--- src/rtl/seq_decoder_if.sv ---
// Bus bundle for seq_decoder: instruction ROM, GPR file ports, ALU ports and status.
// The master modport is the decoder side; slave is the surrounding datapath.
interface seq_decoder_if #(
    parameter int DATA_W = 8,
    parameter int REG_AW = 3,
    parameter int PC_W   = 8
);
    logic                    run;
    logic [PC_W-1:0]         rom_addr;
    logic [8+2*DATA_W-1:0]   rom_data;
    logic                    gpr_w_enable;
    logic [REG_AW-1:0]       gpr_w_addr;
    logic [DATA_W-1:0]       gpr_w_data;
    logic [REG_AW-1:0]       gpr_r_addr_a;
    logic [REG_AW-1:0]       gpr_r_addr_b;
    logic [DATA_W-1:0]       gpr_r_data_a;
    logic [DATA_W-1:0]       gpr_r_data_b;
    logic [4:0]              alu_operation;
    logic [DATA_W-1:0]       alu_A;
    logic [DATA_W-1:0]       alu_B;
    logic [DATA_W-1:0]       alu_C;
    logic                    alu_carry;
    logic                    halted;
    logic                    illegal_op;

    modport master (
        input  run, rom_data, gpr_r_data_a, gpr_r_data_b, alu_C, alu_carry,
        output rom_addr, gpr_w_enable, gpr_w_addr, gpr_w_data, gpr_r_addr_a, gpr_r_addr_b,
               alu_operation, alu_A, alu_B, halted, illegal_op
    );

    modport slave (
        output run, rom_data, gpr_r_data_a, gpr_r_data_b, alu_C, alu_carry,
        input  rom_addr, gpr_w_enable, gpr_w_addr, gpr_w_data, gpr_r_addr_a, gpr_r_addr_b,
               alu_operation, alu_A, alu_B, halted, illegal_op
    );
endinterface

--- src/rtl/seq_decoder.sv ---
// Four-cycle sequential instruction decoder: FETCH -> DECODE -> EXECUTE -> WRITEBACK, HALT terminal.
// Define SEQ_DECODER_FLAGS_EN to add Z/C flags and make JZ/JC conditional branches.
module seq_decoder #(
    parameter int DATA_W = 8,
    parameter int REG_AW = 3,
    parameter int PC_W   = 8
) (
    input  logic          clk,
    input  logic          rst,
    seq_decoder_if.master bus
);
    localparam int IR_W = 8 + 2*DATA_W;

    localparam logic [7:0] OP_NOP = 8'h00, OP_LD  = 8'h01, OP_LDR = 8'h02, OP_ADD = 8'h03,
                           OP_SUB = 8'h04, OP_INC = 8'h05, OP_DEC = 8'h06, OP_CLR = 8'h07,
                           OP_SET = 8'h08, OP_JMP = 8'h09, OP_JZ  = 8'h0A, OP_JC  = 8'h0B,
                           OP_HLT = 8'h0C;
    localparam logic [4:0] ALU_ADD = 5'd1, ALU_SUB = 5'd2;

    typedef enum logic [2:0] {S_FETCH, S_DECODE, S_EXEC, S_WB, S_HALT} state_t;

    state_t              r_state, w_next;
    logic [PC_W-1:0]     r_pc;
    logic [IR_W-1:0]     r_ir;
    logic [DATA_W-1:0]   r_result;
    logic                r_illegal;
    logic [DATA_W-1:0]   w_exec_data;

    logic [7:0]          w_op;
    logic [DATA_W-1:0]   w_arg_a, w_arg_b;
    logic [REG_AW-1:0]   w_rd, w_rs;
    logic                w_writes, w_known, w_arith;
    logic [PC_W-1:0]     w_pc_inc, w_target;

    assign w_op     = r_ir[IR_W-1 -: 8];
    assign w_arg_a  = r_ir[2*DATA_W-1 -: DATA_W];
    assign w_arg_b  = r_ir[DATA_W-1:0];
    assign w_rd     = w_arg_a[REG_AW-1:0];
    assign w_rs     = w_arg_b[REG_AW-1:0];
    assign w_writes = (w_op >= OP_LD) && (w_op <= OP_SET);
    assign w_known  = (w_op <= OP_HLT);
    assign w_arith  = (w_op >= OP_ADD) && (w_op <= OP_DEC);
    assign w_pc_inc = r_pc + PC_W'(1);
    assign w_target = w_arg_a[PC_W-1:0];

    always_ff @(posedge clk or posedge rst) begin
        if (rst) r_state <= S_FETCH;
        else     r_state <= w_next;
    end

    always_comb begin
        w_next = r_state;
        case (r_state)
            S_FETCH:  if (bus.run) w_next = S_DECODE;
            S_DECODE: w_next = S_EXEC;
            S_EXEC:   w_next = S_WB;
            S_WB:     w_next = (w_op == OP_HLT) ? S_HALT : S_FETCH;
            default:  w_next = S_HALT;
        endcase
    end

    always_comb begin
        bus.rom_addr      = '0;
        bus.gpr_w_enable  = 1'b0;
        bus.gpr_w_addr    = '0;
        bus.gpr_w_data    = '0;
        bus.gpr_r_addr_a  = '0;
        bus.gpr_r_addr_b  = '0;
        bus.alu_operation = '0;
        bus.alu_A         = '0;
        bus.alu_B         = '0;
        bus.halted        = (r_state == S_HALT);
        bus.illegal_op    = r_illegal;
        w_exec_data       = '0;
        case (r_state)
            S_FETCH, S_HALT: bus.rom_addr = r_pc;
            S_EXEC: begin
                bus.gpr_r_addr_a = w_rd;
                bus.gpr_r_addr_b = w_rs;
                case (w_op)
                    OP_ADD: begin bus.alu_operation = ALU_ADD; bus.alu_A = bus.gpr_r_data_a; bus.alu_B = bus.gpr_r_data_b; end
                    OP_SUB: begin bus.alu_operation = ALU_SUB; bus.alu_A = bus.gpr_r_data_a; bus.alu_B = bus.gpr_r_data_b; end
                    OP_INC: begin bus.alu_operation = ALU_ADD; bus.alu_A = bus.gpr_r_data_a; bus.alu_B = DATA_W'(1); end
                    OP_DEC: begin bus.alu_operation = ALU_SUB; bus.alu_A = bus.gpr_r_data_a; bus.alu_B = DATA_W'(1); end
                    default: ;
                endcase
                case (w_op)
                    OP_LD:                          w_exec_data = bus.gpr_r_data_b;
                    OP_LDR:                         w_exec_data = w_arg_b;
                    OP_ADD, OP_SUB, OP_INC, OP_DEC: w_exec_data = bus.alu_C;
                    OP_SET:                         w_exec_data = '1;
                    default:                        w_exec_data = '0;
                endcase
            end
            S_WB: begin
                bus.gpr_w_enable = w_writes;
                bus.gpr_w_addr   = w_writes ? w_rd : '0;
                bus.gpr_w_data   = w_writes ? r_result : '0;
            end
            default: ;
        endcase
    end

`ifdef SEQ_DECODER_FLAGS_EN
    // Carry is only valid while the ALU is driven in EXECUTE, so stage it until WRITEBACK commits flags.
    logic r_carry_stage, r_z, r_c;
    always_ff @(posedge clk or posedge rst) begin
        if (rst) begin
            r_carry_stage <= 1'b0;
            r_z           <= 1'b0;
            r_c           <= 1'b0;
        end else if (r_state == S_EXEC) begin
            r_carry_stage <= bus.alu_carry;
        end else if (r_state == S_WB && w_arith) begin
            r_z <= (r_result == '0);
            r_c <= r_carry_stage;
        end
    end
`else
    logic w_unused_carry;
    assign w_unused_carry = bus.alu_carry ^ w_arith;
`endif

    always_ff @(posedge clk or posedge rst) begin
        if (rst) begin
            r_pc      <= '0;
            r_ir      <= '0;
            r_result  <= '0;
            r_illegal <= 1'b0;
        end else begin
            case (r_state)
                S_DECODE: r_ir <= bus.rom_data;
                S_EXEC: begin
                    r_result <= w_exec_data;
                    if (!w_known) r_illegal <= 1'b1;
                end
                S_WB: begin
                    case (w_op)
                        OP_JMP: r_pc <= w_target;
`ifdef SEQ_DECODER_FLAGS_EN
                        OP_JZ:  r_pc <= r_z ? w_target : w_pc_inc;
                        OP_JC:  r_pc <= r_c ? w_target : w_pc_inc;
`endif
                        OP_HLT: r_pc <= r_pc;
                        default: r_pc <= w_pc_inc;
                    endcase
                end
                default: ;
            endcase
        end
    end
endmodule
--- src/flat_wrapper.sv ---
// flat-port wrapper written by rule: the top's interface ports become plain ports
module seq_decoder_flat 
#(
    parameter int DATA_W = 8,
    parameter int REG_AW = 3,
    parameter int PC_W   = 8
)
  (clk, rst, bus_run, bus_rom_data, bus_gpr_r_data_a, bus_gpr_r_data_b, bus_alu_C, bus_alu_carry, bus_rom_addr, bus_gpr_w_enable, bus_gpr_w_addr, bus_gpr_w_data, bus_gpr_r_addr_a, bus_gpr_r_addr_b, bus_alu_operation, bus_alu_A, bus_alu_B, bus_halted, bus_illegal_op);
  seq_decoder_if #(.DATA_W(DATA_W), .REG_AW(REG_AW), .PC_W(PC_W)) bus_i ();
  input  logic clk;
  input  logic rst;
  input wire logic [$bits(bus_i.run)-1:0] bus_run;
  input wire logic [$bits(bus_i.rom_data)-1:0] bus_rom_data;
  input wire logic [$bits(bus_i.gpr_r_data_a)-1:0] bus_gpr_r_data_a;
  input wire logic [$bits(bus_i.gpr_r_data_b)-1:0] bus_gpr_r_data_b;
  input wire logic [$bits(bus_i.alu_C)-1:0] bus_alu_C;
  input wire logic [$bits(bus_i.alu_carry)-1:0] bus_alu_carry;
  output wire logic [$bits(bus_i.rom_addr)-1:0] bus_rom_addr;
  output wire logic [$bits(bus_i.gpr_w_enable)-1:0] bus_gpr_w_enable;
  output wire logic [$bits(bus_i.gpr_w_addr)-1:0] bus_gpr_w_addr;
  output wire logic [$bits(bus_i.gpr_w_data)-1:0] bus_gpr_w_data;
  output wire logic [$bits(bus_i.gpr_r_addr_a)-1:0] bus_gpr_r_addr_a;
  output wire logic [$bits(bus_i.gpr_r_addr_b)-1:0] bus_gpr_r_addr_b;
  output wire logic [$bits(bus_i.alu_operation)-1:0] bus_alu_operation;
  output wire logic [$bits(bus_i.alu_A)-1:0] bus_alu_A;
  output wire logic [$bits(bus_i.alu_B)-1:0] bus_alu_B;
  output wire logic [$bits(bus_i.halted)-1:0] bus_halted;
  output wire logic [$bits(bus_i.illegal_op)-1:0] bus_illegal_op;
  assign bus_i.run = bus_run;
  assign bus_i.rom_data = bus_rom_data;
  assign bus_i.gpr_r_data_a = bus_gpr_r_data_a;
  assign bus_i.gpr_r_data_b = bus_gpr_r_data_b;
  assign bus_i.alu_C = bus_alu_C;
  assign bus_i.alu_carry = bus_alu_carry;
  assign bus_rom_addr = bus_i.rom_addr;
  assign bus_gpr_w_enable = bus_i.gpr_w_enable;
  assign bus_gpr_w_addr = bus_i.gpr_w_addr;
  assign bus_gpr_w_data = bus_i.gpr_w_data;
  assign bus_gpr_r_addr_a = bus_i.gpr_r_addr_a;
  assign bus_gpr_r_addr_b = bus_i.gpr_r_addr_b;
  assign bus_alu_operation = bus_i.alu_operation;
  assign bus_alu_A = bus_i.alu_A;
  assign bus_alu_B = bus_i.alu_B;
  assign bus_halted = bus_i.halted;
  assign bus_illegal_op = bus_i.illegal_op;
  seq_decoder #(.DATA_W(DATA_W), .REG_AW(REG_AW), .PC_W(PC_W)) u_core (.clk(clk), .rst(rst), .bus(bus_i));
endmodule
--- config.mk ---
export PLATFORM = sky130hd
export DESIGN_NAME = seq_decoder_flat
export DESIGN_NICKNAME = d
export VERILOG_FILES = /design/src/rtl/seq_decoder_if.sv /design/src/rtl/seq_decoder.sv /design/src/flat_wrapper.sv
export SDC_FILE = /design/constraint.sdc
export NUM_CORES = 1
export LEC_CHECK = 0
export BUFFER_PORTS_ARGS = -buffer_cell sky130_fd_sc_hd__buf_2
export CORE_UTILIZATION = 30
export DETAILED_ROUTE_END_ITERATION = 16
export PLACE_DENSITY = 0.52
export RECOVER_POWER = 100
export SYNTH_ARGS = -nofsm -noshare
export SYNTH_HDL_FRONTEND = slang
export SYNTH_SLANG_ARGS = --single-unit
export TNS_END_PERCENT = 100
--- constraint.sdc ---
create_clock -name clk -period 2.4 [get_ports clk]
set_clock_uncertainty 0.2 [all_clocks]
set_input_delay 0.12 -clock clk [delete_from_list [all_inputs] [get_ports clk]]
set_output_delay 0.12 -clock clk [all_outputs]
set_load 0.005 [all_outputs]
==> impl_metrics.py, run 1 <==
metrics = {
    "run_status": {
        "status": "completed",
    },
    "synthesis": {
        "synth_edf_count": 0,
        "synth_seq_area_share_pct": 41.7,
        "synth_common_cells": "48 x and2_1, 44 x dfrtp_1, 21 x mux2_2",
        "syn_area_per_cell_um2": 10.1,
        "synthFlopType": "dfrtp_1",
        "synth_area_um2": 2640,
        "syn-instance-count": 262,
        "async_flop_share_pct": 100,
        "yosys_warnings": 0,
        "synth-seq-cells": 44,
        "synth.most_common_cell": "and2_1",
        "yosys.cell_types.count": 44,
        "synth_area_leaders": "dfrtp_1 42%, and2_1 11%, mux2_2 9.0%, o21ai_0 2.8%, a21oi_1 2.7%",
        "yosys.area.top_type": "dfrtp_1",
        "synth_top_cell_area_share_pct": 41.7,
    },
    "die": {
        "ios": 101,
        "die_width_um": 95.8,
        "start_util_pct": 31.5,
        "coreArea_um2": 8380,
        "dieArea_um2": 9170,
        "die_h_um": 95.8,
        "row_count": 33,
    },
    "placement": {
        "dp_hpwl_mm": 4.96,
        "gp_congestion": 0.777,
        "port_buffers": 96,
        "pre_cts_ws_ns": 0.293,
    },
    "routing": {
        "final_antenna_net_count": 0,
        "wl_per_cell_um": 14.7,
        "vias_per_cell": 4.87,
        "drt-pass1-iter-count": 4,
        "drtIter0Drc": 95,
        "post-route-drc-count": 0,
        "dr_total_vias": 2407,
        "wl_mm": 7.24,
    },
    "pwr": {
        "intPower_mw": 2.27,
        "fin_total_pwr_mw": 3.75,
        "irDropWorstVdd_v": 0.000485,
        "pwr-share-comb_pct": 43.6,
        "seq_power_share_pct": 40.6,
        "cellPowerDensity_nw_per_um2": 1020,
        "p_sw_share_pct": 39.5,
        "power_leakage_nw": 1.74,
        "power.switching_mw": 1.48,
        "clock_power_share_pct": 15.8,
    },
    "clock_tree": {
        "cts_tree": "built",
        "clock_path_buffers": 2,
        "clock_latency_ns": 0.30,
        "cts_sinks": 44,
        "path_clk_slew_ns": 0.09,
        "cts_root_buffer": "clkbuf_8",
        "h-tree-depth": 2,
        "cts_buffers": 5,
    },
    "timing": {
        "hold_viol": 0,
        "drv_slew": 0,
        "min_period_ns": 2.31,
        "slew_headroom_pct": 25.2,
        "setup_tns_ns": 0,
        "setup_violations": 0,
        "setup_slack_ns": 0.0873,
        "period_share_pct": 96.4,
        "worstMarginPinSlew_ns": 1.12,
        "clock.fmax_ghz": 0.432,
        "whs_ns": 0.0563,
        "rsz0062_at_grt": "yes",
    },
    "finish": {
        "area_growth_pct": 39.8,
        "diodes": 0,
        "utilization_pct": 44.0,
        "nFillCells": 843,
        "nNetsFinal": 441,
        "drive_above_1_share_pct": 39.1,
    },
    "setup_path": {
        "slowest_delay_ns": 0.60,
        "critPathKind": "reg -> out",
        "cp.buffers_inverters": 2,
        "cp-end-kind": "output port",
        "crit_arrival_ns": 1.99,
        "cp_slowest_cell": "or4_4",
        "crit_family": "simple AND/OR/NAND/NOR gates",
        "critPathRequiredTime_ns": 2.08,
        "critical_path.max_fanout": 11,
        "crit_chain": "or4_4, nor3_2, buf_6, and2_1, buf_2",
        "startpoint_type": "flop",
    },
    "grt": {
        "grt_max_degree": 45,
        "grt_pass1_wl_mm": 11.5,
        "grt.total_usage_pct": 16.4,
        "grt_overflow": 0,
        "antenna_found_initial": 0,
        "grt_pass1_vias": 2284,
    },
    "min_path": {
        "hold_class": "in -> reg",
    },
    "job": {
        "maxCapViolations": 0,
    },
}
worst paths after layout:
kind	startpoint	end	slack [ns]	cells after the start
max	u_core.r_ir[23]$_DFFE_PP0P_	bus_gpr_w_addr[2]	0.09	5
min	bus_alu_C[2]	u_core.r_result[2]$_DFFE_PP0P_	0.06	4
max reg2reg	u_core.r_ir[23]$_DFFE_PP0P_	u_core.r_result[3]$_DFFE_PP0P_	0.33	4
min reg2reg	u_core.bus.illegal_op$_DFFE_PP0P_	u_core.bus.illegal_op$_DFFE_PP0P_	0.27	1
max in group asynchronous	rst	u_core.r_ir[16]$_DFFE_PP0P_	0.75	4
min in group asynchronous	rst	u_core.r_pc[5]$_DFFE_PP0P_	0.48	4
sequential cells by signal, summed over array words and instances, names as in the netlist:
signal	cells
u_core.bus.illegal_op	1
u_core.r_pc	8
u_core.r_result	8
u_core.r_ir	24
u_core.r_state	3
through the flow:
stage | area (µm²) | cells
final | 3690 | 494
after CTS | 3670 | 494
after global routing | 3690 | 494
after global placement | 3210 | 452
after floorplan | 2650 | 264
after detailed placement | 3210 | 452
cell families after synthesis:
| kind of cell | Yosys count | synth area share, % |
|---|---|---|
| xor+xnor | 2 | 0.664 |
| flops | 44 | 41.7 |
| buf+inv | 27 | 5.12 |
| other cells | 1 | 0.142 |
| mux | 28 | 11.6 |
| simple gates | 99 | 23.6 |
| compound gates | 60 | 16.7 |
| fa+ha+maj | 1 | 0.474 |
power by group through the flow:
stage	combinational (mW)	clock (mW)	sequential, mW
after detailed placement	1.58	0	1.53
after global placement	1.57	0	1.52
after floorplan	1.33	0	1.30
final	1.63	0.591	1.52
after global routing	1.83	0.636	1.59
after CTS	1.63	0.600	1.51
what timing repair did:
item	CTS	global route
endpoints found under the hold margin	77	0
buffers inserted	0	0
resized for setup	1	8
setup endpoints to repair	7	18
hold buffers	34	0
cloned	0	0
per-layer routing:
layer,wire (µm),global-route usage [%],up-vias
met5,0,0,-
met4,31,2.49,0
met3,339,3.87,6
met2,3430,27.2,73
met1,3440,22.2,1142
li1,-,-,1186
layout make-up:
cell class / instances / area, µm² / area share [%]
clock inverters: 3 / 42.5 / 1.15
clock buffers: 5 / 68.8 / 1.87
inverters: 5 / 22.5 / 0.610
well taps: 105 / 131 / 3.56
repair buffers: 139 / 885 / 24.0
flip-flops and latches: 44 / 1100 / 29.9
multi-input cells: 193 / 1440 / 39.0
placed cells by master, fill, tap and decap left out, types with 2 or more instances in the layout:
cell	netlist	final
a211oi_1	2	2
a21oi_1	14	14
a2bb2oi_1	5	5
a32oi_1	8	8
a41o_2	2	2
and2_1	48	48
and3_1	2	2
buf_2	9	94
buf_4	4	6
clkbuf_1	7	2
clkbuf_2	0	2
clkbuf_8	0	5
clkinvlp_4	0	2
conb_1	1	3
dfrtp_1	44	43
dlygate4sd3_1	0	34
inv_1	5	3
mux2_2	21	21
mux2i_1	7	7
nand2_1	15	15
nand3_1	6	6
nand3b_1	3	3
nor2_1	7	6
nor2b_1	3	2
nor3_1	4	2
nor3_2	0	2
nor3b_1	2	2
o21ai_0	15	15
o32a_1	4	4
o32a_2	4	4
tightest hold or removal path, stage by stage:
cell     delay, ns
buf_2         0.09
a32oi_1       0.05
a21oi_1       0.14
o32a_2        0.13
No activity file was read; power rests on OpenSTA's default activity.
==> run 2, diff against run 1 <==
CTS_CLUSTER_SIZE = 30   (was unset)
PLACE_DENSITY = unset   (was 0.52)
PLACE_DENSITY_LB_ADDON = 0.15   (was unset)
==> impl_metrics.py, run 2 (same netlist as run 1, synthesis figures left out) <==
metrics = {
    "timing": {
        "clock.fmax_ghz": 0.442,
        "period_share_pct": 94.3,
        "rsz0062_at_grt": "no",
        "setup_violations": 0,
        "setup_tns_ns": 0,
        "slew_headroom_pct": 49.2,
        "whs_ns": 0.108,
        "min_period_ns": 2.26,
        "worstMarginPinSlew_ns": 0.761,
        "drv_slew": 0,
        "hold_viol": 0,
    },
    "grt": {
        "grt_pass1_vias": 2185,
        "grt_pass1_wl_mm": 10.9,
        "antenna_found_initial": 0,
        "grt_overflow": 0,
        "grt_max_degree": 28,
        "grt.total_usage_pct": 15.7,
    },
    "setup_path": {
        "crit_arrival_ns": 1.94,
        "startpoint_type": "flop",
        "cp-end-kind": "output port",
        "critPathRequiredTime_ns": 2.08,
        "critical_path.max_fanout": 11,
        "critPathKind": "reg -> out",
    },
    "finish": {
        "diodes": 0,
        "area_growth_pct": 36.4,
        "final_cell_mix": "81 x buf_2, 43 x dfrtp_1, 38 x and2_1",
        "nNetsFinal": 440,
        "largest_register_ffs": 24,
        "final_cells": 493,
        "area.sequential_um2": 1100,
        "fin_area_um2": 3600,
        "multiInputGateArea_um2": 1410,
        "layout_commonest_cell": "buf_2",
        "drive_above_1_share_pct": 33.5,
        "largest_register": "u_core.r_ir",
        "largestRegisters": "u_core.r_ir (24), u_core.r_pc (8), u_core.r_result (8)",
        "nFillCells": 884,
    },
    "placement": {
        "dp_hpwl_mm": 5.05,
        "gp_congestion": 0.704,
        "post_dp_cell_area_um2": 3210,
        "port_buffers": 96,
        "place_inst": 451,
    },
    "die": {
        "coreArea_um2": 8380,
        "row_count": 33,
        "die_h_um": 95.8,
        "start_util_pct": 31.5,
        "die_width_um": 95.8,
        "ios": 101,
        "dieArea_um2": 9170,
    },
    "routing": {
        "vias_per_cell": 4.84,
        "drt-pass1-iter-count": 4,
        "dr_total_vias": 2385,
        "final_antenna_net_count": 0,
        "wl_mm": 6.92,
        "wl_per_cell_um": 14.0,
        "post-route-drc-count": 0,
        "drtIter0Drc": 67,
    },
    "clock_tree": {
        "clock_path_buffers": 2,
        "cts_tree": "built",
        "h-tree-depth": 2,
        "cts_buffers": 5,
        "clock_latency_ns": 0.29,
        "cts_sinks": 44,
        "path_clk_slew_ns": 0.08,
        "cts_root_buffer": "clkbuf_8",
    },
    "pwr": {
        "power_leakage_nw": 1.64,
        "pwr-share-comb_pct": 44.0,
        "clock_power_share_pct": 13.4,
        "intPower_mw": 2.14,
        "seq_power_share_pct": 42.6,
        "p_sw_share_pct": 39.3,
        "cellPowerDensity_nw_per_um2": 981,
        "irDropWorstVdd_v": 0.000340,
        "power.switching_mw": 1.39,
    },
    "run_status": {
        "status": "completed",
    },
    "min_path": {
        "hold_class": "in -> reg",
    },
    "job": {
        "maxCapViolations": 0,
    },
}
-- run 2: cell count changes in the layout (fill, tap and decap cells not counted), sizes merged --
| cell | previous run | this run |
|---|---|---|
| buf | 101 | 85 |
| bufinv | 1 | 0 |
| clkbuf | 9 | 27 |
| clkinv | 2 | 0 |
| clkinvlp | 2 | 1 |
| inv | 3 | 4 |
-- run 2: layout make-up --
cell class | count | area share (%)
inverters | 5 | 0.626
clock buffers | 8 | 2.50
multi-input cells | 193 | 39.1
flip-flops and latches | 44 | 30.6
repair buffers | 138 | 23.5
well taps | 105 | 3.65
-- run 2: power by group through the flow --
stage | clock network [mW] | registers, mW | logic, mW
after floorplan | 0 | 1.30 | 1.33
after global placement | 0 | 1.51 | 1.53
after detailed placement | 0 | 1.52 | 1.56
after CTS | 0.505 | 1.50 | 1.61
after global routing | 0.540 | 1.58 | 1.74
final | 0.474 | 1.50 | 1.55
-- run 2: worst paths after layout --
| kind | from | cells after the start | slack [ns] | end |
|---|---|---|---|---|
| worst min-delay path | bus_alu_C[2] | 4 | 0.11 | u_core.r_result[2]$_DFFE_PP0P_ |
| worst max-delay path | u_core.r_ir[23]$_DFFE_PP0P_ | 5 | 0.14 | bus_gpr_w_data[7] |
| worst max register to register | u_core.r_ir[23]$_DFFE_PP0P_ | 5 | 0.29 | u_core.r_pc[0]$_DFFE_PP0P_ |
| worst min register to register | u_core.r_result[0]$_DFFE_PP0P_ | 1 | 0.29 | u_core.r_result[0]$_DFFE_PP0P_ |
| min in group asynchronous | rst | 3 | 0.29 | u_core.r_ir[17]$_DFFE_PP0P_ |
| max in group asynchronous | rst | 4 | 0.57 | u_core.r_ir[16]$_DFFE_PP0P_ |
-- run 2: metal layers --
layer,vias up,global-route usage [%],wire length [µm]
met5,-,0,0
li1,1181,-,-
met4,0,4.48,83
met3,6,2.92,361
met2,75,23.6,3050
met1,1123,22.9,3420
-- run 2: through the flow --
step	utilization [%]	setup slack [ns]	power, mW
after global placement	38.3	0.401	3.03
after detailed placement	38.3	0.383	3.08
after global routing	42.9	0.000167	3.86
after CTS	43.4	0.0442	3.61
after floorplan	-	0.580	2.63
final	42.9	0.136	3.53
-- run 2: critical path, cell delays in order (launching register included) --
cell      delay, ns
dfrtp_1        0.42
or4_4          0.59
nor3_2         0.19
buf_4          0.20
and2_1         0.13
clkbuf_1       0.12
-- run 2: timing repair --
item / CTS / global route
buffers inserted: 0 / 0
setup endpoints to repair: 0 / 17
endpoints found under the hold margin: 51 / 0
resized for setup: 0 / 4
hold buffers: 34 / 0
==> run 3, diff against run 2 <==
BUFFER_PORTS_ARGS = unset   (was -buffer_cell sky130_fd_sc_hd__buf_2)
DONT_BUFFER_PORTS = 1   (was unset)
clock period = 2.27 ns   (was 2.4 ns; I/O delays follow)
==> impl_metrics.py, run 3 (same netlist as run 1, synthesis figures left out) <==
metrics = {
    "routing": {
        "final_antenna_net_count": 0,
        "wl_mm": 7.03,
        "dr_total_vias": 2157,
        "vias_per_cell": 5.21,
        "post-route-drc-count": 0,
        "drtIter0Drc": 65,
        "wl_per_cell_um": 17.0,
        "drt-pass1-iter-count": 4,
    },
    "grt": {
        "grt_pass1_vias": 2071,
        "grt.total_usage_pct": 15.9,
        "grt_pass1_wl_mm": 11.1,
        "grt_overflow": 0,
        "grt_max_degree": 30,
        "antenna_found_initial": 0,
    },
    "pwr": {
        "p_sw_share_pct": 40.4,
        "power.switching_mw": 1.56,
        "irDropWorstVdd_v": 0.000513,
        "power_leakage_nw": 1.32,
        "intPower_mw": 2.30,
        "pwr-share-comb_pct": 45.3,
        "clock_power_share_pct": 13.5,
        "fin_total_pwr_mw": 3.86,
        "seq_power_share_pct": 41.2,
        "cellPowerDensity_nw_per_um2": 1170,
    },
    "timing": {
        "period_share_pct": 96.7,
        "worstMarginPinSlew_ns": 1.18,
        "clock.fmax_ghz": 0.456,
        "hold_viol": 0,
        "min_period_ns": 2.19,
        "setup_violations": 0,
        "drv_slew": 0,
        "slew_headroom_pct": 21.0,
    },
    "setup_path": {
        "crit_chain": "or4_4, nor3_4, buf_6, and2_1",
        "cp_slowest_cell": "or4_4",
        "critical_path.max_fanout": 7,
        "startpoint_type": "flop",
        "critPathKind": "reg -> out",
        "critPathRequiredTime_ns": 1.96,
        "cp.buffers_inverters": 1,
        "crit_family": "simple AND/OR/NAND/NOR gates",
        "cp-end-kind": "output port",
        "slowest_delay_ns": 0.59,
        "crit_arrival_ns": 1.88,
    },
    "clock_tree": {
        "cts_buffers": 5,
        "path_clk_slew_ns": 0.08,
        "clock_path_buffers": 2,
        "cts_root_buffer": "clkbuf_8",
        "cts_sinks": 44,
        "h-tree-depth": 2,
        "clock_latency_ns": 0.30,
        "cts_tree": "built",
    },
    "die": {
        "die_h_um": 95.8,
        "dieArea_um2": 9170,
        "die_width_um": 95.8,
        "start_util_pct": 31.5,
        "coreArea_um2": 8380,
        "ios": 101,
        "row_count": 33,
    },
    "placement": {
        "port_buffers": 0,
        "gp_congestion": 0.740,
        "dp_hpwl_mm": 5.01,
        "place_inst": 362,
        "post_dp_cell_area_um2": 2780,
    },
    "finish": {
        "largestRegisters": "u_core.r_ir (24), u_core.r_pc (8), u_core.r_result (8)",
        "utilization_pct": 39.5,
        "area_growth_pct": 25.6,
        "largest_register": "u_core.r_ir",
        "final_cell_mix": "42 x dfrtp_1, 36 x dlygate4sd3_1, 33 x and2_0",
        "nFillCells": 862,
        "largest_register_ffs": 24,
        "diodes": 0,
        "layout_commonest_cell": "dfrtp_1",
        "fin_area_um2": 3310,
        "drive_above_1_share_pct": 20.1,
        "final_cells": 414,
        "nNetsFinal": 361,
    },
    "min_path": {
        "hold_class": "in -> reg",
    },
    "run_status": {
        "status": "completed",
    },
    "job": {
        "maxCapViolations": 0,
    },
}
==> run 3: cell count changes in the layout (fill, tap and decap cells not counted), sizes merged <==
cell         delta
clkinvlp        -1
clkbuf         -10
dlygate4sd3     +2
buf            -71
inv             +1
==> run 3: cell type report <==
type	count	area, µm²	area share (%)
clock buffers	8	90.1	2.72
repair buffers	59	510	15.4
multi-input cells	193	1460	44.0
flip-flops and latches	44	1100	33.3
well taps	105	131	3.97
inverters	5	18.8	0.566
==> run 3: power groups by stage <==
stage | combinational [mW] | sequential [mW] | clock, mW
floorplan | 1.40 | 1.38 | 0
global placement | 1.60 | 1.59 | 0
detailed placement | 1.63 | 1.60 | 0
CTS | 1.69 | 1.58 | 0.546
global route | 1.96 | 1.67 | 0.577
finish | 1.75 | 1.59 | 0.522
==> run 3: timing repair <==
action                     4_1_cts  5_1_grt
hold endpoints to repair        60        0
pin swaps                        0        3
setup endpoints to repair        7       26
hold buffers                    36        0
gates cloned                     0        1
buffers inserted                 0        7
gates resized for setup          1       16
==> run 3: routing by layer <==
metal	up-vias	track usage, %	wire [µm]
li1	1022	-	-
met1	1052	23.2	3390
met2	78	23.2	3130
met3	5	4.19	440
met4	0	3.73	72
met5	-	0	0
==> run 3: through the flow <==
| step | worst slack [ns] | setup TNS [ns] | hold WS, ns |
|---|---|---|---|
| after detailed placement | 0.248 | 0 | -0.0630 |
| after global placement | 0.245 | 0 | -0.0694 |
| after global routing | -0.00102 | -0.00102 | 0.0337 |
| final | 0.0755 | 0 | 0.0300 |
| after floorplan | 0.451 | 0 | 0.0303 |
| after CTS | 0.00940 | 0 | 0.0226 |
==> run 3: worst reg2reg max path: cells and delay by family (launching register included) <==
kind	cells	cell delay (ns)
DFF	1	0.42
buffers and inverters	1	0.15
AOI/OAI and AO/OA	1	0.14
and+or+nand+nor	3	1.18
==> run 3: worst paths after layout <==
path                                                     start                             end  slack, ns  cells after the start
worst max-delay path               u_core.r_ir[21]$_DFFE_PP0P_               bus_gpr_w_data[4]       0.08                      4
worst min-delay path                              bus_alu_C[7]  u_core.r_result[7]$_DFFE_PP0P_       0.03                      3
worst max register to register     u_core.r_ir[21]$_DFFE_PP0P_  u_core.r_result[3]$_DFFE_PP0P_       0.12                      5
worst min register to register  u_core.r_result[0]$_DFFE_PP0P_  u_core.r_result[0]$_DFFE_PP0P_       0.30                      1
max in group asynchronous                                  rst      u_core.r_ir[1]$_DFFE_PP0P_       0.53                      3
min in group asynchronous                                  rst      u_core.r_ir[4]$_DFFE_PP0P_       0.37                      2
